$ cat src/rtl/pipeline_hazard_controller.sv
// Purpose : stall/flush sequencer for the 5-stage pipeline (PC, IF/ID, ID/EX, EX/MEM, MEM/WB) with perf counters.
// Latency : control outputs are combinational from state and inputs; the FSM and counters update on the next CLK edge.
// Backpressure: DMEM busy freezes every stage; IMEM busy stalls fetch; taken branches during a fetch wait in REDIRECT_PEND.
module pipeline_hazard_controller #(
    parameter int XLEN   = 32,
    parameter int REG_AW = 5,
    parameter int CNT_W  = 16
) (
    input  logic              CLK,
    input  logic              RESET,
    input  logic              IMEM_BUSY_WAIT,
    input  logic              DMEM_BUSY_WAIT,
    input  logic [REG_AW-1:0] ID_RS1,
    input  logic [REG_AW-1:0] ID_RS2,
    input  logic              ID_USES_RS1,
    input  logic              ID_USES_RS2,
    input  logic [REG_AW-1:0] EX_RD,
    input  logic              EX_MEM_READ,
    input  logic              EX_BRANCH_TAKEN,
    input  logic [XLEN-1:0]   EX_TARGET,
    output logic              PC_WRITE_EN,
    output logic              PC_SELECT,
    output logic [XLEN-1:0]   PC_REDIRECT_ADDR,
    output logic              IF_ID_EN,
    output logic              ID_EX_EN,
    output logic              EX_MEM_EN,
    output logic              MEM_WB_EN,
    output logic              IF_ID_FLUSH,
    output logic              ID_EX_FLUSH,
    output logic [CNT_W-1:0]  STALL_CYCLES,
    output logic [CNT_W-1:0]  REDIRECTS
);

    typedef enum logic {
        RUN           = 1'b0,
        REDIRECT_PEND = 1'b1
    } state_t;

    // One bundle for every per-cycle control strobe so each priority row sets them together.
    typedef struct packed {
        logic pc_write_en;
        logic pc_select;
        logic if_id_en;
        logic id_ex_en;
        logic ex_mem_en;
        logic mem_wb_en;
        logic if_id_flush;
        logic id_ex_flush;
    } ctl_t;

    state_t            state;
    logic [XLEN-1:0]   pend_target;
    logic [CNT_W-1:0]  stall_cnt;
    logic [CNT_W-1:0]  redirect_cnt;

    ctl_t              ctl;
    logic [XLEN-1:0]   redirect_addr;
    logic              load_use;
    logic              redirect_accept;
    logic              go_pend;
    logic              pend_done;

    // Load-use: a load in EX writes a register the ID instruction actually reads (x0 never hazards).
    always_comb begin
        load_use = EX_MEM_READ && (EX_RD != '0) &&
                   ((ID_USES_RS1 && (ID_RS1 == EX_RD)) ||
                    (ID_USES_RS2 && (ID_RS2 == EX_RD)));
    end

    // Resolve control strobes: reset, pending redirect, then the RUN priority list.
    always_comb begin
        ctl             = '0;
        redirect_addr   = '0;
        redirect_accept = 1'b0;
        go_pend         = 1'b0;
        pend_done       = 1'b0;

        if (RESET) begin
            // Hold everything and keep bubbles flowing into IF/ID and ID/EX.
            ctl.if_id_flush = 1'b1;
            ctl.id_ex_flush = 1'b1;
        end else if (state == REDIRECT_PEND) begin
            // Keep steering the PC at the latched target; the wrong-path fetch is discarded.
            ctl.pc_select   = 1'b1;
            redirect_addr   = pend_target;
            ctl.if_id_flush = 1'b1;
            ctl.id_ex_flush = 1'b1;
            ctl.ex_mem_en   = !DMEM_BUSY_WAIT;
            ctl.mem_wb_en   = !DMEM_BUSY_WAIT;
            ctl.pc_write_en = !IMEM_BUSY_WAIT && !DMEM_BUSY_WAIT;
            pend_done       = ctl.pc_write_en;
        end else if (DMEM_BUSY_WAIT) begin
            // Full freeze: branch and load-use inputs persist and are re-evaluated afterwards.
            ctl = '0;
        end else if (EX_BRANCH_TAKEN) begin
            ctl.pc_select   = 1'b1;
            redirect_addr   = EX_TARGET;
            ctl.pc_write_en = !IMEM_BUSY_WAIT;
            ctl.if_id_flush = 1'b1;
            ctl.id_ex_flush = 1'b1;
            ctl.ex_mem_en   = 1'b1;
            ctl.mem_wb_en   = 1'b1;
            redirect_accept = 1'b1;
            go_pend         = IMEM_BUSY_WAIT;
        end else if (load_use) begin
            // One bubble into EX while PC and IF/ID hold the dependent instruction.
            ctl.id_ex_flush = 1'b1;
            ctl.ex_mem_en   = 1'b1;
            ctl.mem_wb_en   = 1'b1;
        end else if (IMEM_BUSY_WAIT) begin
            // Fetch not ready: inject a bubble into IF/ID, drain the back end.
            ctl.if_id_flush = 1'b1;
            ctl.id_ex_en    = 1'b1;
            ctl.ex_mem_en   = 1'b1;
            ctl.mem_wb_en   = 1'b1;
        end else begin
            ctl.pc_write_en = 1'b1;
            ctl.if_id_en    = 1'b1;
            ctl.id_ex_en    = 1'b1;
            ctl.ex_mem_en   = 1'b1;
            ctl.mem_wb_en   = 1'b1;
        end
    end

    // Redirect FSM: latch the target when a taken branch meets a busy fetch, release once the PC loads it.
    always_ff @(posedge CLK) begin
        if (RESET) begin
            state       <= RUN;
            pend_target <= '0;
        end else begin
            case (state)
                RUN: begin
                    if (go_pend) begin
                        state       <= REDIRECT_PEND;
                        pend_target <= EX_TARGET;
                    end
                end
                REDIRECT_PEND: begin
                    if (pend_done) begin
                        state <= RUN;
                    end
                end
                default: state <= RUN;
            endcase
        end
    end

    // Saturating performance counters: PC-stall cycles and accepted redirects.
    always_ff @(posedge CLK) begin
        if (RESET) begin
            stall_cnt    <= '0;
            redirect_cnt <= '0;
        end else begin
            if (!ctl.pc_write_en && (stall_cnt != '1)) begin
                stall_cnt <= stall_cnt + CNT_W'(1);
            end
            if (redirect_accept && (redirect_cnt != '1)) begin
                redirect_cnt <= redirect_cnt + CNT_W'(1);
            end
        end
    end

    // Drive the ports from the resolved control bundle and counters.
    always_comb begin
        PC_WRITE_EN      = ctl.pc_write_en;
        PC_SELECT        = ctl.pc_select;
        PC_REDIRECT_ADDR = redirect_addr;
        IF_ID_EN         = ctl.if_id_en;
        ID_EX_EN         = ctl.id_ex_en;
        EX_MEM_EN        = ctl.ex_mem_en;
        MEM_WB_EN        = ctl.mem_wb_en;
        IF_ID_FLUSH      = ctl.if_id_flush;
        ID_EX_FLUSH      = ctl.id_ex_flush;
        STALL_CYCLES     = stall_cnt;
        REDIRECTS        = redirect_cnt;
    end

endmodule

$ cat config.mk
export PLATFORM = sky130hd
export DESIGN_NAME = pipeline_hazard_controller
export DESIGN_NICKNAME = d
export VERILOG_FILES = /design/src/rtl/pipeline_hazard_controller.sv
export SDC_FILE = /design/constraint.sdc
export NUM_CORES = 1
export LEC_CHECK = 0
export CAP_MARGIN = 20
export CORE_MARGIN = 1
export CORE_UTILIZATION = 35
export DETAILED_ROUTE_END_ITERATION = 6
export PLACE_DENSITY_LB_ADDON = 0.1
export SLEW_MARGIN = 20
export SYNTH_ARGS = -nofsm -noshare
export SYNTH_HDL_FRONTEND = slang
export SYNTH_SLANG_ARGS = --single-unit
$ cat constraint.sdc
create_clock -name CLK -period 5.7 [get_ports CLK]
set_input_delay 0.855 -clock CLK [delete_from_list [all_inputs] [get_ports CLK]]
set_output_delay 0.855 -clock CLK [all_outputs]
set_load 0.02 [all_outputs]
Word level (Yosys, flattened, before mapping)
Index checks and enable logic that the tools add are counted.
- flip-flop bits (word level): 65
- bits of input ports: 55
- output and inout bits: 72
- add/sub/neg operators: 2
- equality and inequality tests: 4
- multiplexer cells: 32
- bitwise operators: 1
- reduce and logical (&&, ||, !) cells: 13
- operator list (kind ; count):
    $mux W32 ; 4
    $add A16 B1 Y16 const B ; 2
    $ne A16 B16 Y1 const B ; 2
    $mux W1 ; 18
    $mux W2 ; 6
    $eq A5 B5 Y1 ; 2
    $mux W8 ; 1
    $logic_and A1 B1 Y1 ; 7
    $mux W6 ; 1
    $reduce_bool A5 Y1 ; 1
    $mux W4 ; 1
    $logic_not A1 Y1 ; 3
    $pmux W1 S2 ; 1
    $reduce_and A2 Y1 ; 1
    $logic_or A1 B1 Y1 ; 1
    $not A1 Y1 ; 1

Depth between registers and ports, before layout
Gate-level depths: netlist (run 1).
- depth in word-level cells: 11
- mapped depth: 9
- depth with buffers taken out: 7

Worst setup path after synthesis (run 1)
OpenSTA, ideal clock, no wires.
- path type: input port to output port
- start: input port EX_RD[1]
- end: output port IF_ID_FLUSH
- data arrival time: 2210 ps
- data required time: 4845 ps
- setup slack: 2635 ps
- stages on the path: 5
- path through: or4_1 > o21ai_1 > nand2b_1 > a21oi_1 > o21ai_0
- cells in the longest elaborated chain, start to end: 9
- elaborated cells on any way between the ends: 13
- those cells by class: 2 x eq/ne; 5 x mux; 6 x reduce/logical
- RTL lines (element ; line ; RTL):
    start: declaration ; 17 ; input logic [REG_AW-1:0] EX_RD,
    $eq A5 B5 Y1, on equally long branches ; 66, 67 ;
    $logic_and A1 B1 Y1, on equally long branches ; 66, 67 ;
    $logic_or A1 B1 Y1 ; 66 ; ((ID_USES_RS1 && (ID_RS1 == EX_RD)) ||
    $logic_and A1 B1 Y1 * ; 65 ; load_use = EX_MEM_READ && (EX_RD != '0) &&
    $mux W1 * ; 105 ; end else if (load_use) begin
    $mux W2 * ; 95 ; end else if (EX_BRANCH_TAKEN) begin
    $mux W8 * ; 92 ; end else if (DMEM_BUSY_WAIT) begin
    $mux W4 * ; 82 ; end else if (state == REDIRECT_PEND) begin
    $mux W2 * ; 78 ; if (RESET) begin
    end: declaration ; 28 ; output logic IF_ID_FLUSH,
Every way passes the cells marked *; elsewhere a longest branch is shown, timed or not.

Final worst setup path (run 1)
- start: input port EX_RD[1]
- end: output port PC_WRITE_EN
- cells in the longest elaborated chain, start to end: 9
- elaborated cells on any way between the ends: 13
- those cells by class: 2 x eq/ne; 5 x mux; 6 x reduce/logical
- RTL lines (element ; line ; RTL):
    $eq A5 B5 Y1, on equally long branches ; 66, 67 ;
    $logic_and A1 B1 Y1, on equally long branches ; 66, 67 ;
    $logic_or A1 B1 Y1 ; 66 ;
    $logic_and A1 B1 Y1 * ; 65 ;
    $mux W1 * ; 105 ;
    $mux W1 * ; 95 ;
    $mux W8 * ; 92 ;
    $mux W2 * ; 82 ;
    $mux W6 * ; 78 ;
    end: declaration ; 21 ; output logic PC_WRITE_EN,
Marks and branches as above.

==> results of run 1 <==
-- metal layers --
layer	share of wire	wire, um
met1	0.44	3990
met2	0.49	4410
met3	0.056	501
met4	0.012	104
met5	0	0
-- final cells by class --
cell class	count	area [um2]	area share
Clock buffer	10	138	0.0284
Clock inverter	4	45.0	0.00930
Inverter	6	22.5	0.00465
Multi-Input combinational cell	311	1860	0.384
Sequential cell	65	1300	0.269
Tap cell	129	161	0.0333
Timing Repair Buffer	133	1320	0.272
-- critical path: cells and delay by family --
kind | cells | cell delay [ns]
buf+inv | 3 | 1.40
simple gates | 2 | 0.63
compound gates | 2 | 0.32
-- cells by family after synthesis --
group | share of synthesized area
compound gates | 0.221
xor+xnor | 0.0631
fa+ha+maj | 0.00751
buf+inv | 0.0533
flops | 0.390
mux | 0.00901
simple gates | 0.256
-- flip-flops by register name (all words and copies together) (netlist names) --
name          count
state             1
STALL_CYCLES     16
pend_target      32
REDIRECTS        16
-- metrics by stage --
stage                     hold WS (ns)   util  total power [uW]  cells
after detailed placement         0.446  0.504               619    644
after CTS                        0.455  0.524               997    658
after global placement           0.441  0.503               617    643
after floorplan                  0.436      -               543    413
after global routing             0.474  0.524              1030    658
final                            0.453  0.524               982    658
-- power groups by stage --
stage          Clock, uW  Sequential, uW  Combinational (uW)
2_1_floorplan          0             480                63.7
3_3_place_gp           0             478                 139
3_5_place_dp           0             478                 141
4_1_cts              388             468                 141
5_1_grt              408             469                 152
6_report             375             468                 140
-- cell usage in the layout, fill, tap and decap left out, drive strengths merged, types with 2 or more instances in the layout --
cell and n:
inv 6, and4 2, o31ai 9, xnor2 14, dfxtp 65, xor2 10
nand4 10, ha 2, a22o 32, buf 8, nand2b 3, mux2 2
and2 5, nand3 15, or4 11, o21ai 6, nor3 6, clkinv 3
and3 2, clkdlybuf4s50 125, a21oi 48, nor4 5, nor2 26, nand2 81
nor2b 4, clkbuf 10, or3 2
-- final timing paths --
check | from | end | slack [ns] | cells after the start
worst min register to register | pend_target[18] | pend_target[18] | 0.45 | 2
worst min-delay path | pend_target[18] | pend_target[18] | 0.45 | 2
worst max register to register | STALL_CYCLES[0] | STALL_CYCLES[14] | 3.44 | 8
worst max-delay path | EX_RD[1] | PC_WRITE_EN | 1.64 | 7
==> results.sh, run 1 <==
export IMPL_cp_slowest_cell="clkdlybuf4s50_1"
export IMPL_min_period_over_period=0.712
export IMPL_pwr_share_comb=0.142
export IMPL_maxSlewHeadroom=0.562
export IMPL_wl_per_cell_um=13.7
export IMPL_post_cts_buffers=0
export IMPL_path_cells="clkdlybuf4s50_1 > or4_1 > o21ai_1 > nor3_1 > a21boi_2 > buf_4 > clkdlybuf4s50_1"
export IMPL_clkPwrFrac=0.382
export IMPL_cp_arrival_ns=3.21
export IMPL_diodes=0
export IMPL_peakVddDrop_mv=0.0884
export IMPL_synthTopCellsByCount="81 x nand2_1, 65 x dfxtp_1, 48 x a21oi_1"
export IMPL_startpoint_type="input pin"
export IMPL_nNetsFinal=583
export IMPL_cts_hold_buffers_added=0
export IMPL_yosys_register_bits=65
export IMPL_vias=3338
export IMPL_synth_edf_count=0
export IMPL_overflow=0
export IMPL_cp_slowest_stage_delay_ns=0.66
export IMPL_drc=0
export IMPL_viasPerCell=5.07
export IMPL_ys_flop_type="dfxtp_1"
export IMPL_core_rowCount=35
export IMPL_drive_gt1_frac=0.0643
export IMPL_intPower_uw=743
export IMPL_dieArea_um2=9920
export IMPL_ys_seq_area_frac=0.390
export IMPL_core_um2=9240
export IMPL_layout_setup_ws_ns=1.64
export IMPL_power_switching_uw=239
export IMPL_synth_most_common_cell="nand2_1"
export IMPL_swShare=0.244
export IMPL_ant_nets=0
export IMPL_rsz0062_at_grt="no"
export IMPL_maxCapViolCount=0
export IMPL_async_flop_share=0
export IMPL_synth_area_um2=3330
export IMPL_hpwl_um=6180
export IMPL_die_height_um=99.6
export IMPL_io_buffers=126
export IMPL_use_met3=0.0562
export IMPL_syn_area_per_cell_um2=8.07
export IMPL_gp_congestion=0.809
export IMPL_seq_power_share=0.476
export IMPL_p_leak_uw=0.00160
export IMPL_fin_area_um2=4840
export IMPL_critPathKind="in2out"
export IMPL_yosysWarnings=0
export IMPL_run_status="complete, no violations"
export IMPL_finClkSkew_ns=0.00733
export IMPL_insertion_delay_ns=0.33
export IMPL_start_util=0.361
export IMPL_clk_pin_slew_ns=0.06
export IMPL_cp_common_cell="clkdlybuf4s50_1"
export IMPL_layout_min_cycle_time_ns=4.06
export IMPL_grt_pass1_vias=3240
export IMPL_synth_cells=413
export IMPL_cts_path_max_buffers=2
export IMPL_ios=127
export IMPL_ys_types=49
export IMPL_gr_usage_all_layers=0.187
export IMPL_post_place_ws_ns=1.64
export IMPL_routed_wl_um=9000
export IMPL_cts_tree="done"
export IMPL_critPathCaptureType="output pin"
export IMPL_grt_max_degree=43
export IMPL_power_density_nw_per_um2=203
export IMPL_drtIter0Drc=107
export IMPL_post_cts_resized=0
export IMPL_tns_ns=0
export IMPL_setup_viol=0
export IMPL_h_tree_depth=3
export IMPL_synthTopCellsByArea="dfxtp_1 39%, nand2_1 9.1%, a22o_1 8.4%"
export IMPL_met2_usage=0.311
export IMPL_grt_pass1_wl_um=15000
export IMPL_synth_top_cell_area_share=0.390
export IMPL_hold_viol=0
export IMPL_drv_slew=0
export IMPL_firstDrtPassIters=5
export IMPL_hold_class="reg2reg"
export IMPL_grt_met1_usage=0.223
export IMPL_clock_fmax_mhz=246
export IMPL_dpl_cell_area_um2=4660
export IMPL_cts_sinks=65
export IMPL_nFillCells=920
export IMPL_areaGrowthSynthToFinish_pct=45.2
export IMPL_worst_pin_slew_ns=0.657
export IMPL_path_max_fanout=29
export IMPL_die_w_um=99.6
export IMPL_worstPathRequired_ns=4.85
export IMPL_clockRootBuffer="clkbuf_8"
export IMPL_synth_nets=470
export IMPL_cts_buffers=9
export IMPL_top_usage_layer="met2"
export IMPL_antenna_found_initial=0
export IMPL_yosysTopAreaCell="dfxtp_1"
(Power assumes the default switching activity.)
==> run 2, diff against run 1 <==
==> constraint.sdc (replaced) <==
create_clock -name CLK -period 3.9 [get_ports CLK]
set_input_delay 0.585 -clock CLK [delete_from_list [all_inputs] [get_ports CLK]]
set_output_delay 0.585 -clock CLK [all_outputs]
set_load 0.02 [all_outputs]
==> results.sh, run 2 (synthesis gave the netlist of run 1 again) <==
export IMPL_swShare=0.250
export IMPL_areaGrowthSynthToFinish_pct=45.0
export IMPL_nFillCells=885
export IMPL_critPathCaptureType="output pin"
export IMPL_cts_sinks=65
export IMPL_grt_max_degree=37
export IMPL_seq_power_share=0.478
export IMPL_finClkSkew_ns=0.00766
export IMPL_post_cts_resized=0
export IMPL_path_cells="clkdlybuf4s50_1 > or4_1 > o21ai_1 > nand2b_1 > nand2_1 > nor3_1 > clkdlybuf4s50_1"
export IMPL_critPathKind="in2out"
export IMPL_ios=127
export IMPL_post_cts_buffers=0
export IMPL_p_leak_uw=0.00160
export IMPL_pwr_share_comb=0.144
export IMPL_drtIter0Drc=103
export IMPL_wl_per_cell_um=14.0
export IMPL_cts_tree="done"
export IMPL_place_inst=645
export IMPL_vias=3392
export IMPL_gr_usage_all_layers=0.189
export IMPL_layout_cells_non_filler=660
export IMPL_power_switching_uw=357
export IMPL_cts_path_max_buffers=2
export IMPL_diodes=0
export IMPL_drive_gt1_frac=0.0640
export IMPL_h_tree_depth=3
export IMPL_grt_pass1_wl_um=15200
export IMPL_antenna_found_initial=0
export IMPL_critPathBufInv=2
export IMPL_layout_min_cycle_time_ns=3.40
export IMPL_clk_pin_slew_ns=0.07
export IMPL_drt_met1_wl_um=4160
export IMPL_r2r_slack_ns=1.69
export IMPL_path_max_fanout=3
export IMPL_fin_area_um2=4830
export IMPL_ant_nets=0
export IMPL_power_density_nw_per_um2=296
export IMPL_clock_fmax_mhz=294
export IMPL_power_total_uw=1430
export IMPL_drc=0
export IMPL_min_period_over_period=0.872
export IMPL_rsz0062_at_grt="no"
export IMPL_tns_ns=0
export IMPL_dieArea_um2=9920
export IMPL_setup_viol=0
export IMPL_gp_congestion=0.832
export IMPL_cts_hold_buffers_added=0
export IMPL_final_cell_mix="125 x clkdlybuf4s50_1, 81 x nand2_1, 65 x dfxtp_1, 48 x a21oi_1, 32 x a22o_1"
export IMPL_core_rowCount=35
export IMPL_grt_pass1_vias=3272
export IMPL_highest_layer="met4"
export IMPL_hold_class="reg2reg"
export IMPL_cp_common_cell="clkdlybuf4s50_1"
export IMPL_run_status="complete, no violations"
export IMPL_cp_slowest_cell="clkdlybuf4s50_1"
export IMPL_largest_reg_flops=32
export IMPL_worstPathRequired_ns=3.31
export IMPL_intPower_uw=1070
export IMPL_die_height_um=99.6
export IMPL_maxCapViolCount=0
export IMPL_core_um2=9240
export IMPL_cp_slowest_stage_delay_ns=0.63
export IMPL_top_register="pend_target"
export IMPL_peakVddDrop_mv=0.170
export IMPL_clockRootBuffer="clkbuf_8"
export IMPL_route_met2_wl_um=4450
export IMPL_routed_wl_um=9250
export IMPL_clkPwrFrac=0.378
export IMPL_startpoint_type="input pin"
export IMPL_drv_slew=0
export IMPL_start_util=0.361
export IMPL_final_common_cell="clkdlybuf4s50_1"
export IMPL_cp_arrival_ns=2.82
export IMPL_firstDrtPassIters=6
export IMPL_io_buffers=126
export IMPL_cp_top_family="buffers and inverters"
export IMPL_hold_viol=0
export IMPL_insertion_delay_ns=0.33
export IMPL_worst_pin_slew_ns=0.454
export IMPL_nNetsFinal=584
export IMPL_maxSlewHeadroom=0.696
export IMPL_overflow=0
export IMPL_cts_buffers=9
export IMPL_dpl_cell_area_um2=4660
export IMPL_wl_met3_um=527
export IMPL_viasPerCell=5.14
export IMPL_hpwl_um=6280
export IMPL_die_w_um=99.6
==> run 2: cell count changes in the layout (fill, tap and decap cells not counted), sizes merged <==
cell	delta
buf	+1
clkbuf	+1
==> run 2: layout make-up <==
| cell class | instances | area [um2] | share of cell area |
|---|---|---|---|
| multi-input combinational | 311 | 1860 | 0.384 |
| clock buffer | 11 | 131 | 0.0272 |
| clock inverter | 4 | 45.0 | 0.00932 |
| inverter | 6 | 22.5 | 0.00466 |
| timing repair buffer | 134 | 1320 | 0.272 |
| sequential | 65 | 1300 | 0.269 |
| tap | 129 | 161 | 0.0334 |
==> run 2: stage by stage <==
step,hold WS [ns],worst slack (ns),utilization
2_1_floorplan,0.436,1.38,-
3_3_place_gp,0.441,0.533,0.504
3_5_place_dp,0.449,0.503,0.504
4_1_cts,0.459,0.494,0.523
5_1_grt,0.472,0.393,0.523
6_report,0.457,0.498,0.523
==> run 2: power groups by stage <==
stage | clock network (uW) | logic (uW) | registers (uW)
after global placement | 0 | 206 | 699
after floorplan | 0 | 93.1 | 701
after detailed placement | 0 | 207 | 699
final | 540 | 206 | 684
after CTS | 558 | 208 | 684
after global routing | 586 | 223 | 685
==> run 2: path summary, 6_finish.rpt <==
path | cells after the start | start | end
worst min register to register | 2 | pend_target[16] | pend_target[16]
worst max-delay path | 7 | EX_RD[1] | ID_EX_EN
worst max register to register | 8 | STALL_CYCLES[0] | STALL_CYCLES[14]
worst min-delay path | 2 | pend_target[16] | pend_target[16]
==> run 2: layer usage <==
| layer | vias up | global-route usage |
|---|---|---|
| met2 | 84 | 0.326 |
| met3 | 12 | 0.0548 |
| met1 | 1608 | 0.222 |
| li1 | 1688 | - |
| met5 | - | 0 |
| met4 | 0 | 0.0724 |
==> run 2: worst reg2reg max path, delay by kind of cell, from the launching register on <==
family / cells / cell delay [ns]
AO/OA/AOI/OAI: 2 / 0.30
buffers and inverters: 1 / 0.27
adder cells (fa/ha/maj): 1 / 0.20
flip-flops: 1 / 0.42
AND/OR/NAND/NOR: 4 / 0.89
